<file path="src/rtl/console_usb_dev.sv">
// Device-side command responder for the ADC link: consumes one received packet,
// runs the ADC configure or convert handshake, then queues a single reply packet.
module console_usb_dev #(
  parameter logic [15:0] ADC_TIMEOUT = 16'd50000
) (
  input  logic        clk,
  input  logic        rst,
  input  logic        fs_read,
  output logic        fd_read,
  input  logic [3:0]  read_btype,
  input  logic [15:0] cmd_data,
  output logic        fs_send,
  input  logic        fd_send,
  output logic [3:0]  send_btype,
  output logic [15:0] reply_data,
  output logic        fs_conf,
  input  logic        fd_conf,
  output logic        fs_conv,
  input  logic        fd_conv,
  output logic [15:0] adc_conf,
  input  logic [7:0]  dev_temp,
  input  logic [7:0]  dev_type
);

  localparam logic [3:0] PKT_INIT   = 4'b0000;
  localparam logic [3:0] PKT_NAK    = 4'b0010;
  localparam logic [3:0] PKT_STL    = 4'b0011;
  localparam logic [3:0] PKT_DIDX   = 4'b0101;
  localparam logic [3:0] PKT_DPARAM = 4'b0110;
  localparam logic [3:0] PKT_DTEMP  = 4'b1010;
  localparam logic [3:0] PKT_DATA0  = 4'b1101;
  localparam logic [3:0] PKT_DATA1  = 4'b1110;
  localparam logic [3:0] PKT_ERROR  = 4'b1111;

  localparam logic [7:0] MAIN_IDLE = 8'h00;
  localparam logic [7:0] MAIN_WAIT = 8'h01;
  localparam logic [7:0] READ_TAKE = 8'h02;
  localparam logic [7:0] READ_DONE = 8'h03;
  localparam logic [7:0] CONF_WORK = 8'h11;
  localparam logic [7:0] CONV_WORK = 8'h21;
  localparam logic [7:0] SEND_WORK = 8'h31;
  localparam logic [7:0] SEND_DONE = 8'h32;

  localparam logic [15:0] TCNT_LAST = ADC_TIMEOUT - 16'd1;

  logic [7:0]  state;
  logic [3:0]  cmd_type;
  logic [15:0] cmd_word;
  logic [15:0] tcnt;
  logic        toggle;
  logic        conf_valid;

  always_ff @(posedge clk or posedge rst) begin
    if (rst) begin
      state      <= MAIN_IDLE;
      cmd_type   <= PKT_INIT;
      cmd_word   <= 16'h0000;
      send_btype <= PKT_INIT;
      reply_data <= 16'h0000;
      adc_conf   <= 16'h0000;
      tcnt       <= 16'h0000;
      toggle     <= 1'b0;
      conf_valid <= 1'b0;
    end else begin
      case (state)
        MAIN_IDLE: state <= MAIN_WAIT;
        MAIN_WAIT: if (fs_read) state <= READ_TAKE;
        READ_TAKE: begin
          cmd_type <= read_btype;
          cmd_word <= cmd_data;
          state    <= READ_DONE;
        end
        READ_DONE: begin
          if (!fs_read) begin
            tcnt <= 16'h0000;
            if (cmd_type == PKT_DPARAM) begin
              adc_conf   <= cmd_word;
              conf_valid <= 1'b1;
              state      <= CONF_WORK;
            end else if (cmd_type == PKT_DIDX && conf_valid) begin
              state <= CONV_WORK;
            end else begin
              send_btype <= (cmd_type == PKT_DIDX) ? PKT_NAK : PKT_STL;
              reply_data <= 16'h0000;
              state      <= SEND_WORK;
            end
          end
        end
        CONF_WORK: begin
          tcnt <= tcnt + 16'd1;
          if (fd_conf) begin
            send_btype <= PKT_DTEMP;
            reply_data <= {dev_temp, dev_type};
            toggle     <= 1'b0;
            state      <= SEND_WORK;
          end else if (tcnt == TCNT_LAST) begin
            send_btype <= PKT_ERROR;
            reply_data <= 16'hFFFF;
            state      <= SEND_WORK;
          end
        end
        CONV_WORK: begin
          tcnt <= tcnt + 16'd1;
          // Done on the last allowed cycle still counts as success.
          if (fd_conv) begin
            send_btype <= toggle ? PKT_DATA1 : PKT_DATA0;
            reply_data <= 16'h0000;
            toggle     <= ~toggle;
            state      <= SEND_WORK;
          end else if (tcnt == TCNT_LAST) begin
            send_btype <= PKT_ERROR;
            reply_data <= 16'hFFFF;
            state      <= SEND_WORK;
          end
        end
        SEND_WORK: if (fd_send) state <= SEND_DONE;
        SEND_DONE: if (!fd_send) state <= MAIN_WAIT;
        default:   state <= MAIN_IDLE;
      endcase
    end
  end

  assign fd_read = (state == READ_DONE);
  assign fs_conf = (state == CONF_WORK);
  assign fs_conv = (state == CONV_WORK);
  assign fs_send = (state == SEND_WORK);

endmodule

</file>
<file path="config.mk">
export PLATFORM = sky130hd
export DESIGN_NAME = console_usb_dev
export DESIGN_NICKNAME = d
export VERILOG_FILES = /design/src/rtl/console_usb_dev.sv
export SDC_FILE = /design/constraint.sdc
export NUM_CORES = 1
export LEC_CHECK = 0
export CAP_MARGIN = 10
export CORE_ASPECT_RATIO = 1.4
export CORE_UTILIZATION = 40
export CTS_CLUSTER_DIAMETER = 120
export DETAILED_ROUTE_END_ITERATION = 10
export HOLD_SLACK_MARGIN = 0.15
export PLACE_DENSITY = 0.72
export SETUP_SLACK_MARGIN = 0.02
export SLEW_MARGIN = 30
export SYNTH_ARGS = -nofsm -noshare
export SYNTH_HDL_FRONTEND = slang
export SYNTH_SLANG_ARGS = --single-unit
export TNS_END_PERCENT = 1
</file>
<file path="constraint.sdc">
create_clock -name clk -period 3.9 [get_ports clk]
set_clock_uncertainty 0.2 [all_clocks]
set_input_delay 0.78 -clock clk [delete_from_list [all_inputs] [get_ports clk]]
set_output_delay 0.78 -clock clk [all_outputs]
set_load 0.03 [all_outputs]
</file>
==> impl_metrics.toml, run 1 <==
[setup_path]
cp.required_ns = 2.92
worstSetupPathType = "flop to output port"
cp-start-kind = "flop"
cp_slowest_stage_delay_ns = 0.70
timing.critical_path.fanout_max = 9
cp_cell_sequence = "nor2b_1 -> nand2_1 -> nor2_1 -> clkdlybuf4s50_1"
crit_family = "simple AND/OR/NAND/NOR gates"
crit_arrival_ns = 2.45
end_kind = "output port"
critical-path-slowest-cell = "clkdlybuf4s50_1"
crit_buf_inv = 1

[logic_synthesis]
synth_flop_cell = "dfrtp_1"
yosysTopAreaCellShare_pct = 51.23
synth_edf_count = 0
synth_area_mm2 = 0.004005
syn_area_per_cell_um2 = 11.41
syn_inst = 351
ys_ff_latch = 82
ys_top_cells_by_count = "dfrtp_1 (82), mux2_2 (38), and3_1 (21)"
yosysSeqAreaShare_pct = 51.23
synth_most_common_cell = "dfrtp_1"
synth.largest_area_cell = "dfrtp_1"
ys_warn_count = 0
synth_area_leaders = "dfrtp_1 (51%), mux2_2 (11%), o32a_1 (4.0%), a31o_2 (3.5%), and3_1 (3.3%)"
async_reset_ff_share_pct = 100.0
post_synth_num_cell_types = 53

[sta]
setup_viol = 0
period_share_pct = 88.02
slew_viol_final = 0
max_clock_freq_mhz = 291.3
fin_setup_tns_ns = 0
final.min_clock_period_ns = 3.433
worst_pin_slew_ns = 0.7958
hold_viol_final = 0
max-slew-margin-rel_pct = 46.95
grt_setup_unrepaired = "false"

[floorplan]
io_pins = 82
start_util_pct = 41.65
design.core.area_mm2 = 0.009617
rows = 42
die_area_mm2 = 0.01042
die_w_um = 86.57
die_h_um = 120.4

[global_routing]
antenna_found_initial = 0
grtUsageTotal_pct = 19.02
grt_max_degree = 51
overflow = 0
grt_pass1_wl_um = 15410
grt_pass1_vias = 3065

[detailed_routing]
routedWlPerCell_um = 16.39
vias_per_cell = 5.525
drt-initial-drc-count = 217
drc = 0
ant_nets = 0
finalWirelength_um = 9275
vias = 3127
first_pass_iters = 4

[place]
dp.cells = 551
hpwl_um = 6277
numPortBuffers = 81
place.gp.congestion = 0.8018

[pwr]
p_seq_share_pct = 49.1
power.share.clock_pct = 45.1
combPwrFrac_pct = 5.7
p_per_area_mw_per_mm2 = 343.1
internal_power_mw = 1.425
switching_share_pct = 20.90
power.leakage_nw = 2.232
ir_drop_mv = 0.2418
p_sw_uw = 376.6

[cts]
hold_buffers = 0
clockBufferDepth = 2
post-cts-setup-buffers = 0
clk_pin_slew_ns = 0.06
clkLatencyLatePin_ns = 0.34
cts_num_sinks = 82
htreeDepth = 3
numCtsBuffers = 9
cts-resized-gates = 0
clock-root-buffer = "clkbuf_16"
cts_tree = "done"

[layout]
nets = 473
finalNonFillerCells = 566
n_antenna_cell = 0
drive_above_1_share_pct = 20.97
area_growth_pct = 31.15

[flow_run]
cap_viol_max_count = 0

[hold_path]
hold_class = "flop to flop"

[run_status]
status = "finished clean"
==> path summary, 6_finish.rpt <==
| check | startpoint | end | slack, ns | cells after the start |
|---|---|---|---|---|
| max in group asynchronous | rst | toggle$_DFFE_PP0P_ | 2.21 | 3 |
| worst min register to register | conf_valid$_DFFE_PP0P_ | conf_valid$_DFFE_PP0P_ | 0.29 | 1 |
| worst max-delay path | state[0]$_DFFE_PP0P_ | fs_conv | 0.47 | 4 |
| min in group asynchronous | rst | adc_conf[4]$_DFFE_PP0P_ | 0.70 | 2 |
| worst max register to register | state[5]$_DFFE_PP0P_ | adc_conf[2]$_DFFE_PP0P_ | 0.94 | 4 |
| worst min-delay path | conf_valid$_DFFE_PP0P_ | conf_valid$_DFFE_PP0P_ | 0.29 | 1 |
==> registers in the layout, summed over array words and instances, names as in the netlist <==
register,flops
conf_valid,1
send_btype,4
reply_data,16
adc_conf,16
cmd_word,16
tcnt,16
state,8
cmd_type,4
toggle,1
==> worst register-to-register path, stage by stage, from the launching register on <==
cell and delay (ns):
dfrtp_1 0.61, or4bb_1 0.61, nor2_1 0.16, or4b_1 0.84, mux2_2 0.42
==> routing by layer <==
| layer | GRT usage, % | wire length [um] | vias to the layer above |
|---|---|---|---|
| met5 | 0 | 0 | - |
| met4 | 8.958 | 186 | 0 |
| met3 | 2.935 | 359 | 11 |
| met2 | 31.25 | 4687 | 75 |
| met1 | 24.42 | 4042 | 1550 |
| li1 | - | - | 1491 |
==> power groups by stage <==
stage	Clock, mW	Combinational (mW)	Sequential, mW
final	0.813	0.103	0.885
after global routing	0.869	0.115	0.888
after detailed placement	0	0.105	0.901
after CTS	0.831	0.105	0.885
after global placement	0	0.101	0.899
after floorplan	0	0.0429	0.897
==> cells in the final DEF (no fill, tap or decap), types with 4 or more instances in the layout <==
cell,count
dfrtp_1,82
clkdlybuf4s50_1,81
mux2_2,38
and3_1,21
a21oi_1,16
a31o_2,16
o32a_1,16
nand2_1,13
o21ai_0,11
nor2_1,9
o31ai_1,9
clkbuf_16,9
nand3_1,8
nand2b_1,8
buf_4,8
or4_1,6
inv_1,5
nor4_1,5
nand4_1,4
clkbuf_8,4
conb_1,4
==> final cells by class <==
class / instances / area (um2)
fill: 830 / 4364
sequential: 82 / 2052
multi-input combinational: 241 / 1828
timing repair buffer: 90 / 890.9
clock buffer: 14 / 284.0
tap: 132 / 165.2
inverter: 6 / 25.02
clock inverter: 1 / 7.507
==> per-stage QoR <==
step                      setup WS [ns]  utilization (%)  hold slack (ns)  power [mW]  area [um2]
after global routing             0.3595            54.62           0.3176       1.872        5253
after CTS                        0.4636            54.61           0.2910       1.821        5251
final                            0.4674            54.62           0.2885       1.802        5253
after global placement           0.7734            51.57           0.2682       1.001        4960
after detailed placement         0.7480            51.57           0.2835       1.005        4960
after floorplan                  0.8116                -           0.2495      0.9401        4016
==> logic make-up after synthesis <==
logic type                 count (synthesis)  synth area share, %
AOI/OAI and AO/OA                         85                15.99
xor gates and xnor gates                   4               0.8749
adders and majority gates                  1               0.3124
buffers and inverters                     31                3.467
DFF                                       82                51.23
muxes                                     41                11.43
other                                      1              0.09363
and+or+nand+nor                          106                16.59
Power figures use the tool's default switching activity.
==> run 2, diff against run 1 <==
CORE_UTILIZATION = 45   (was 40)
PLACE_DENSITY = 0.78   (was 0.72)
==> impl_metrics.toml, run 2 (synthesized netlist as in run 1, its figures left out) <==
[floorplan]
rows = 40
die_area_mm2 = 0.009287
start_util_pct = 46.53
die_w_um = 81.73
design.core.area_mm2 = 0.008608
die_h_um = 113.6
io_pins = 82

[layout]
n_antenna_cell = 0
final_common_cell = "dfrtp_1"
drive_above_1_share_pct = 21.10
nets = 474
finalNonFillerCells = 541
area_growth_pct = 30.83
final_cell_mix = "dfrtp_1 (82), clkdlybuf4s50_1 (81), mux2_2 (38)"
fin_util_pct = 60.87

[hold_path]
min_from = "conf_valid$_DFFE_PP0P_"
hold_class = "flop to flop"

[global_routing]
grt_max_degree = 46
grt_pass1_wl_um = 14770
grtUsageTotal_pct = 21.10
antenna_found_initial = 0
grt_pass1_vias = 3030
overflow = 0

[sta]
fin_setup_tns_ns = 0
max-slew-margin-rel_pct = 49.34
max_clock_freq_mhz = 293.3
grt_setup_unrepaired = "false"
worst_slack_ns = 0.4908
worst_pin_slew_ns = 0.7599
setup_viol = 0
period_share_pct = 87.42
slew_viol_final = 0
final.min_clock_period_ns = 3.409
hold_viol_final = 0

[cts]
cts-resized-gates = 0
clock-root-buffer = "clkbuf_16"
cts_tree = "done"
numCtsBuffers = 9
post-cts-setup-buffers = 0
htreeDepth = 3
clk_pin_slew_ns = 0.06
clkLatencyLatePin_ns = 0.34
cts_num_sinks = 82
clockBufferDepth = 2
hold_buffers = 0

[pwr]
p_per_area_mw_per_mm2 = 353.1
power.leakage_nw = 2.243
ir_drop_mv = 0.2389
power_mw = 1.850

[setup_path]
critPathCapture = "fd_read"
cp_slowest_stage_delay_ns = 0.69
rr_endpoint = "adc_conf[5]$_DFFE_PP0P_"
cp-start-kind = "flop"
cp_cell_sequence = "or4bb_1 -> nor2_1 -> clkdlybuf4s50_1"
r2r_cells = 4
critical-path-slowest-cell = "clkdlybuf4s50_1"
timing.critical_path.fanout_max = 21
cp.required_ns = 2.92
cp-startpoint = "state[5]$_DFFE_PP0P_"
regToRegSetupSlack_ns = 0.94
end_kind = "output port"
worstSetupPathType = "flop to output port"
crit_arrival_ns = 2.43
r2r_start = "state[5]$_DFFE_PP0P_"

[detailed_routing]
drc = 0
finalWirelength_um = 9026
routedWlPerCell_um = 16.68
vias = 3166
first_pass_iters = 4
drt-initial-drc-count = 226
vias_per_cell = 5.852
ant_nets = 0

[place]
dp.cells = 525
place_ws_ns = 0.8860
place.gp.congestion = 0.8761
numPortBuffers = 81
hpwl_um = 6063

[run_status]
status = "finished clean"

[flow_run]
cap_viol_max_count = 0
run 2: stage by stage:
step,instance area [um2],hold slack [ns]
after floorplan,4016,0.2495
after global placement,4933,0.2668
after detailed placement,4933,0.2778
after CTS,5240,0.2963
after global routing,5240,0.3114
final,5240,0.2908
run 2: how the worst min path moves through the flow:
stage | to | slack, ns | cells after the start
global placement | conf_valid$_DFFE_PP0P_ | 0.27 | 1
global route | adc_conf[6]$_DFFE_PP0P_ | 0.31 | 1
detailed placement | conf_valid$_DFFE_PP0P_ | 0.28 | 1
finish | conf_valid$_DFFE_PP0P_ | 0.29 | 1
floorplan | conf_valid$_DFFE_PP0P_ | 0.25 | 1
CTS | conf_valid$_DFFE_PP0P_ | 0.30 | 1
run 2: routing by layer:
metal	track usage, %	vias to the layer above	wire length [um]
li1	-	1502	-
met3	5.280	9	476
met5	0	-	0
met1	28.03	1577	3999
met2	32.62	78	4395
met4	8.538	0	155
run 2: worst max-delay path: cells and delay by family (launching register included):
kind	cells	cell delay, ns
flops	1	0.62
simple gates	2	0.78
buf+inv	1	0.69
run 2: power by group:
group	switching, mW	internal, mW
Combinational	0.0451	0.0577
Sequential	0.0146	0.870
Clock	0.329	0.533
run 2: cell type report:
cell class                      instances  area (um2)
Fill cell                             715        3368
Sequential cell                        82        2052
Multi-Input combinational cell        241        1828
Timing Repair Buffer                   91       898.4
Clock buffer                           13       260.3
Tap cell                              105       131.4
Clock inverter                          3       46.29
Inverter                                6       23.77
==> run 3, diff against run 2 <==
SLEW_MARGIN = 40   (was 30)
==> impl_metrics.toml, run 3 (synthesized netlist as in run 1, its figures left out) <==
[run_status]
status = "finished clean"

[cts]
clk_pin_slew_ns = 0.06
cts_num_sinks = 82
clock-root-buffer = "clkbuf_16"
numCtsBuffers = 9
clockBufferDepth = 2
post-cts-setup-buffers = 0
cts-resized-gates = 0
clkLatencyLatePin_ns = 0.34
htreeDepth = 3
cts_tree = "done"
hold_buffers = 0

[detailed_routing]
drc = 0
drt-initial-drc-count = 228
finalWirelength_um = 9081
vias_per_cell = 5.939
ant_nets = 0
vias = 3213
first_pass_iters = 5
routedWlPerCell_um = 16.79

[floorplan]
design.core.area_mm2 = 0.008608
die_w_um = 81.73
rows = 40
die_area_mm2 = 0.009287
io_pins = 82
start_util_pct = 46.53
die_h_um = 113.6

[sta]
hold_viol_final = 0
max-slew-margin-rel_pct = 49.49
period_share_pct = 87.39
max_clock_freq_mhz = 293.4
grt_setup_unrepaired = "false"
fin_setup_tns_ns = 0
slew_viol_final = 0
worst_pin_slew_ns = 0.7577
setup_viol = 0
final.min_clock_period_ns = 3.408

[setup_path]
regToRegSetupSlack_ns = 0.94
rr_endpoint = "adc_conf[5]$_DFFE_PP0P_"
worstSetupPathType = "flop to output port"
end_kind = "output port"
timing.critical_path.fanout_max = 21
r2r_cells = 4
crit_arrival_ns = 2.43
cp.required_ns = 2.92
r2r_start = "state[5]$_DFFE_PP0P_"
cp-start-kind = "flop"

[global_routing]
grt_pass1_wl_um = 14770
antenna_found_initial = 0
grt_pass1_vias = 3030
grtUsageTotal_pct = 21.10
overflow = 0
grt_max_degree = 46

[place]
numPortBuffers = 81
hpwl_um = 6063
place_area_mm2 = 0.004933
place.gp.congestion = 0.8761

[flow_run]
cap_viol_max_count = 0

[hold_path]
min_from = "conf_valid$_DFFE_PP0P_"
hold_class = "flop to flop"
worstHoldPathCells = 1
whs_endpoint = "conf_valid$_DFFE_PP0P_"

[layout]
final_common_cell = "dfrtp_1"
n_antenna_cell = 0
final_cell_mix = "dfrtp_1 (82), clkdlybuf4s50_1 (81), mux2_2 (38)"
seqCellArea_mm2 = 0.002052
fillers = 713
area_growth_pct = 31.05
drive_above_1_share_pct = 21.10
final_area_mm2 = 0.005249
nets = 474
multi_input_area_mm2 = 0.001837

[pwr]
power.leakage_nw = 2.253
ir_drop_mv = 0.2386
power_mw = 1.851
p_per_area_mw_per_mm2 = 352.7
==> run 3: worst max-delay path by stage <==
stage | start | endpoint | cells past startpoint
4_1_cts | state[5]$_DFFE_PP0P_ | fd_read | 3
3_5_place_dp | state[5]$_DFFE_PP0P_ | fd_read | 3
6_report | state[5]$_DFFE_PP0P_ | fd_read | 3
3_3_place_gp | state[5]$_DFFE_PP0P_ | fd_read | 3
5_1_grt | state[5]$_DFFE_PP0P_ | fd_read | 3
2_1_floorplan | rst | adc_conf[0]$_DFFE_PP0P_ | 1
==> run 3: through the flow <==
step / utilization [%] / hold slack, ns / worst slack [ns] / instances
3_3_place_gp: 57.31 / 0.2668 / 0.9082 / 525
5_1_grt: 60.97 / 0.3114 / 0.3615 / 541
2_1_floorplan: - / 0.2495 / 0.8116 / 354
6_report: 60.97 / 0.2874 / 0.4919 / 541
4_1_cts: 60.87 / 0.2963 / 0.4993 / 541
3_5_place_dp: 57.31 / 0.2778 / 0.8860 / 525
==> run 3: power breakdown <==
group          leakage (nW)  internal (mW)  switching [mW]
registers              1.04          0.870          0.0146
clock network         0.146          0.533           0.329
logic                  1.07         0.0578          0.0460
==> run 3: layout make-up <==
type	count	area share, %
sequential	82	39.09
multi-input combinational	241	34.99
timing repair buffer	91	17.12
clock buffer	13	4.958
tap	105	2.503
clock inverter	3	0.8820
inverter	6	0.4529
==> run 3: critical path: stages (launching register included) <==
cell and delay (ns):
dfrtp_1 0.62, or4bb_1 0.61, nor2_1 0.17, clkdlybuf4s50_1 0.69
==> run 3: layer usage <==
layer	up-vias	track usage, %	part of all wire (%)
met5	-	0	0
met4	0	8.538	1.6
met3	12	5.280	5.8
met2	98	32.62	48
met1	1597	28.03	44
li1	1506	-	-
